## config.mk

```make
export PLATFORM = sky130hd
export DESIGN_NAME = parking_gate_ctrl
export DESIGN_NICKNAME = d
export VERILOG_FILES = /design/src/rtl/parking_pkg.sv /design/src/rtl/gate_timer.sv /design/src/rtl/parking_gate_ctrl.sv
export SDC_FILE = /design/constraint.sdc
export NUM_CORES = 1
export LEC_CHECK = 0
export ABC_CLOCK_PERIOD_IN_PS = 4900
export CAP_MARGIN = 10
export CELL_PAD_IN_SITES_DETAIL_PLACEMENT = 1
export CELL_PAD_IN_SITES_GLOBAL_PLACEMENT = 1
export CORE_MARGIN = 2
export CORE_UTILIZATION = 35
export DETAILED_ROUTE_END_ITERATION = 8
export PLACE_DENSITY = 0.73
export SLEW_MARGIN = 5
export SYNTH_ARGS = -nofsm -noshare
export SYNTH_HDL_FRONTEND = slang
export SYNTH_SLANG_ARGS = --single-unit
```

## constraint.sdc

```tcl
create_clock -name ms -period 4.9 [get_ports ms]
set_input_delay 0.49 -clock ms [delete_from_list [all_inputs] [get_ports ms]]
set_output_delay 0.49 -clock ms [all_outputs]
set_load 0.1 [all_outputs]
```

## src/rtl/parking_pkg.sv

```systemverilog
// Shared parking-gate definitions: state codes, default durations, timer helpers.
// Latency: none (declarations only).
// Backpressure: not applicable.
package parking_pkg;

  localparam int TIMER_W      = 12;
  localparam int DEF_CAPACITY = 8;
  localparam int DEF_ENTRY_MS = 2000;
  localparam int DEF_PAY_MS   = 2000;
  localparam int DEF_OPEN_MS  = 2000;

  // Encodings are visible on the state port and read by display/record blocks.
  typedef enum logic [2:0] {
    ST_IDLE      = 3'd0,
    ST_ENTRY     = 3'd1,
    ST_EXIT_PAY  = 3'd2,
    ST_EXIT_OPEN = 3'd3
  } gate_state_e;

  // A state lasting dur cycles starts its down-counter at dur-1.
  function automatic logic [TIMER_W-1:0] load_value(input int dur);
    return TIMER_W'(dur - 1);
  endfunction

endpackage

```

## src/rtl/gate_timer.sv

```systemverilog
// Loadable down-counter that times each gate session phase.
// Latency: count updates one cycle after load; zero is combinational from the count register.
// Backpressure: none; holds at zero until reloaded.
module gate_timer
  import parking_pkg::*;
(
  input  logic               ms,
  input  logic               rst_n,
  input  logic               load,
  input  logic [TIMER_W-1:0] value,
  output logic [TIMER_W-1:0] count,
  output logic               zero
);

  logic [TIMER_W-1:0] count_q;

  // Load takes priority; otherwise count down and stick at zero.
  always_ff @(posedge ms or negedge rst_n) begin
    if (!rst_n) begin
      count_q <= '0;
    end else if (load) begin
      count_q <= value;
    end else if (count_q != '0) begin
      count_q <= count_q - 1'b1;
    end
  end

  assign count = count_q;
  assign zero  = (count_q == '0);

endmodule

```

## src/rtl/parking_gate_ctrl.sv

```systemverilog
// Parking gate controller: lane arbitration, session FSM, occupancy count.
// Latency: request pulse pends on edge 1, grant/reject on edge 2; all outputs registered.
// Backpressure: requests pend while busy; refused requests are dropped with a reject strobe.
module parking_gate_ctrl
  import parking_pkg::*;
#(
  parameter int CAPACITY = DEF_CAPACITY,
  parameter int ENTRY_MS = DEF_ENTRY_MS,
  parameter int PAY_MS   = DEF_PAY_MS,
  parameter int OPEN_MS  = DEF_OPEN_MS
) (
  input  logic       ms,
  input  logic       rst_n,
  input  logic       entry_req,
  input  logic       exit_req,
  output logic [2:0] state,
  output logic       save_pulse,
  output logic       reject,
  output logic [3:0] occupied,
  output logic       full,
  output logic       empty
);

  localparam logic [TIMER_W-1:0] ENTRY_LOAD = load_value(ENTRY_MS);
  localparam logic [TIMER_W-1:0] PAY_LOAD   = load_value(PAY_MS);
  localparam logic [TIMER_W-1:0] OPEN_LOAD  = load_value(OPEN_MS);
  localparam logic [3:0]         CAP_OCC    = 4'(CAPACITY);

  gate_state_e        state_q, state_d;
  logic               pend_in_q, pend_in_d;
  logic               pend_out_q, pend_out_d;
  logic               last_exit_q, last_exit_d;
  logic [3:0]         occ_q, occ_d;
  logic               save_q, save_d;
  logic               reject_q, reject_d;
  logic               full_q, full_d;
  logic               empty_q, empty_d;

  logic               can_in, can_out;
  logic               take_in, take_out;
  logic               tmr_load;
  logic [TIMER_W-1:0] tmr_value;
  logic [TIMER_W-1:0] tmr_count;
  logic               tmr_zero;

  gate_timer u_timer (
    .ms    (ms),
    .rst_n (rst_n),
    .load  (tmr_load),
    .value (tmr_value),
    .count (tmr_count),
    .zero  (tmr_zero)
  );

  // Arbitration in IDLE, phase sequencing on timer expiry, pending-flag upkeep.
  always_comb begin
    state_d     = state_q;
    last_exit_d = last_exit_q;
    occ_d       = occ_q;
    save_d      = 1'b0;
    reject_d    = 1'b0;
    take_in     = 1'b0;
    take_out    = 1'b0;
    tmr_load    = 1'b0;
    tmr_value   = '0;
    can_in      = pend_in_q && !full_q;
    can_out     = pend_out_q && !empty_q;

    case (state_q)
      ST_IDLE: begin
        // Refusals are independent of the grant so both can happen on one edge.
        if (pend_in_q && full_q) begin
          take_in  = 1'b1;
          reject_d = 1'b1;
        end
        if (pend_out_q && empty_q) begin
          take_out = 1'b1;
          reject_d = 1'b1;
        end
        // The round-robin pointer only moves when both lanes actually compete.
        if (can_in && can_out) begin
          last_exit_d = !last_exit_q;
        end
        if (can_in && (!can_out || last_exit_q)) begin
          take_in   = 1'b1;
          state_d   = ST_ENTRY;
          tmr_load  = 1'b1;
          tmr_value = ENTRY_LOAD;
        end else if (can_out) begin
          take_out  = 1'b1;
          state_d   = ST_EXIT_PAY;
          tmr_load  = 1'b1;
          tmr_value = PAY_LOAD;
        end
      end
      ST_ENTRY: begin
        if (tmr_zero) begin
          state_d = ST_IDLE;
          occ_d   = occ_q + 4'd1;
          save_d  = 1'b1;
        end
      end
      ST_EXIT_PAY: begin
        if (tmr_zero) begin
          state_d   = ST_EXIT_OPEN;
          tmr_load  = 1'b1;
          tmr_value = OPEN_LOAD;
        end
      end
      ST_EXIT_OPEN: begin
        if (tmr_zero) begin
          state_d = ST_IDLE;
          occ_d   = occ_q - 4'd1;
          save_d  = 1'b1;
        end
      end
      default: state_d = ST_IDLE;
    endcase

    // A pulse landing while the flag is already set merges into it.
    pend_in_d  = take_in  ? 1'b0 : (pend_in_q  | entry_req);
    pend_out_d = take_out ? 1'b0 : (pend_out_q | exit_req);
    full_d     = (occ_d == CAP_OCC);
    empty_d    = (occ_d == 4'd0);
  end

  // State and output registers; reset aborts any session without a commit.
  always_ff @(posedge ms or negedge rst_n) begin
    if (!rst_n) begin
      state_q     <= ST_IDLE;
      pend_in_q   <= 1'b0;
      pend_out_q  <= 1'b0;
      last_exit_q <= 1'b1;
      occ_q       <= 4'd0;
      save_q      <= 1'b0;
      reject_q    <= 1'b0;
      full_q      <= 1'b0;
      empty_q     <= 1'b1;
    end else begin
      state_q     <= state_d;
      pend_in_q   <= pend_in_d;
      pend_out_q  <= pend_out_d;
      last_exit_q <= last_exit_d;
      occ_q       <= occ_d;
      save_q      <= save_d;
      reject_q    <= reject_d;
      full_q      <= full_d;
      empty_q     <= empty_d;
    end
  end

  // Sessions only return to IDLE once the timer has drained.
  idle_timer_drained: assert property (@(posedge ms) disable iff (!rst_n)
    (state_q == ST_IDLE) |-> (tmr_count == '0));

  assign state      = state_q;
  assign save_pulse = save_q;
  assign reject     = reject_q;
  assign occupied   = occ_q;
  assign full       = full_q;
  assign empty      = empty_q;

endmodule

```

==> flow_summary.toml <==
[status]
status = "complete, no violations"

[detailed_routing]
vias = 1047
drtIter0Drc = 84
route.detailed.drc = 0
dr.pass1.iters = 4
ant_nets = 0
finalWirelength_mm = 3.04
routedWlPerCell_um = 15.9
via_per_inst = 5.48

[place]
gp_congestion = 0.831
place_hpwl_mm = 2.19
portBuffers = 13
dp.cells = 186
pre_cts_ws_ns = 2.40

[hold_path]
worstHoldStart = "last_exit_q"
hp-class = "reg -> reg"
hold-path-cell-count = 1
worstHoldEndpoint = "last_exit_q"

[worst_setup_path]
r2r_setup_slack_ns = 2.38
cpMaxStageDelayCell = "clkdlybuf4s50_1"
r2r-end = "u_timer.count[9]"
crit_type = "reg -> out"
critPathMaxStageDelay_ns = 1.24
r2r_start = "u_timer.count[0]"
cp-start-kind = "flip-flop"
crit_chain = "clkdlybuf4s50_1"
crit_cells = 1
crit_fanout = 14
critPathBufInv = 1
cp.arrival_ns = 2.18
crit_family = "buffers and inverters"
worstSetupEndpointType = "output port"
required_ns = 4.41
worstRegToRegCells = 6

[timing]
clock_skew_ns = 0.00458
relSlewSlack = 0.345
fin_ws_ns = 2.23
fmax_mhz = 374
rsz0062_at_grt = "no"
finalMaxSlewViolations = 0
whs_ns = 0.520
hold_violations = 0
finalSetupTns_ns = 0
fin_crit_ns = 2.67
tightest_slew_ns = 0.979
fin_crit_sh = 0.546
finalSetupViolations = 0

[grt]
grt_max_degree = 26
busiest_layer = "met2"
grt_overflow = 0
grt_usage = 0.156
grtUsageMet1 = 0.216
antenna_found_initial = 0
grt_pass1_vias = 1112
met3_usage = 0.0375
grt_pass1_wl_mm = 5.18
met2_usage = 0.235

[synthesis]
synth-async-reset-ratio = 1.00
avgSynthCellArea_um2 = 10.3
synthCells = 131
synth_top_area_frac = 0.428
ys_seq_elements = 25
synth.area.top_cells = "dfrtp_1, xnor2_1, dfstp_2, ha_1, o21ai_0"
yosysSeqAreaShare = 0.467
yosys_warnings = 0
synth_top_area_cell = "dfrtp_1"
synth_cell_types = 45
synthesis.area_um2 = 1340
synth_fp_nets = 138
synth_ff_type = "dfrtp_1"
synth_edf_count = 0

[finish]
final_cells = 191
final_common_cell = "dfrtp_1"
area_growth_pct = 16.7
fin_nets = 151
layout-drive-gt1-share = 0.0979
insertedDiodeCount = 0
layout_common_cells = "dfrtp_1, clkdlybuf4s50_1, nand2_1, xnor2_1, o21ai_0"

[clock_tree]
cts_resized = 0
cts.clk_slew.worst_paths_ns = 0.09
cts_buffers = 3
clk-insertion-delay-late_ns = 0.27
cts_hold_buffers = 0
cts_tree = "done"
clockRootBuffer = "clkbuf_8"
cts_setup_buffers = 0
htree_num_levels = 1
clkSinkCount = 25
clock_path_buffers = 2

[floorplan]
die_h_um = 66.0
initial_core_util = 0.364
ios = 15
dieWidth_um = 66.0
row_count = 22
core_region_area_um2 = 3690
dieArea_um2 = 4350

[pwr]
vdd_drop_max_v = 0.000111
total_power_mw = 0.575
powerDensity_nw_per_um2 = 367
p_leak_nw = 0.602

[run]
cap_viol_max_count = 0
[stage by stage]
step / utilization / area (um^2)
after floorplan: - / 1340
after global placement: 0.404 / 1490
after detailed placement: 0.404 / 1490
after CTS: 0.418 / 1540
after global routing: 0.425 / 1570
final: 0.425 / 1570
[metal layers]
layer | wire length [um] | vias up
met5 | 0 | -
met4 | 18 | 0
li1 | - | 503
met3 | 95 | 2
met2 | 1400 | 20
met1 | 1530 | 522
[cell type report]
| class | instances | area (um^2) |
|---|---|---|
| Inverter | 6 | 22.5 |
| Fill cell | 412 | 2120 |
| Timing Repair Buffer | 14 | 158 |
| Tap cell | 48 | 60.1 |
| Sequential cell | 25 | 628 |
| Multi-Input combinational cell | 94 | 651 |
| Clock inverter | 1 | 7.51 |
| Clock buffer | 3 | 41.3 |
[power by group]
part	total, mW	switching [mW]	internal [mW]
clock network	0.128	0.0700	0.0577
registers	0.301	0.0544	0.246
logic	0.147	0.0823	0.0644
[registers in the layout (all words and copies together), names as in the netlist]
register and flops:
u_timer.count 12, full 1, pend_in_q 1, reject 1, state 2, last_exit_q 1
empty 1, occupied 4, pend_out_q 1, save_pulse 1
[cell usage after synthesis, types with 2 or more instances]
library cell  number
dfrtp_1           23
nand2_1            8
o21ai_0            7
xnor2_1            7
a21oi_1            6
inv_1              6
nor2_1             5
nor3_1             5
o211ai_1           4
or4_1              4
buf_4              3
ha_1               3
nand3_1            3
o311ai_0           3
or3_1              3
xor2_1             3
a211oi_1           2
and3_1             2
dfstp_2            2
mux2_2             2
nand4_1            2
nor2b_1            2
nor4b_1            2
o21a_1             2
o31ai_1            2
[cell families after synthesis]
logic type               Yosys count  synth area share
buffers and inverters             12            0.0484
other                              1           0.00279
flip-flops                        25             0.467
AND/OR/NAND/NOR                   44             0.196
multiplexers                       3            0.0242
XOR/XNOR                          10            0.0652
adder cells (fa/ha/maj)            3            0.0279
AO/OA/AOI/OAI                     33             0.168
[worst max-delay path by stage]
stage	startpoint	to	slack [ns]
finish	state[1]	state[1]	2.23
global route	u_timer.count[0]	u_timer.count[9]	2.07
CTS	state[1]	state[1]	2.22
detailed placement	u_timer.count[0]	u_timer.count[9]	2.40
global placement	state[1]	state[1]	2.57
floorplan	occupied[0]	full	2.80
(Power assumes the default switching activity.)
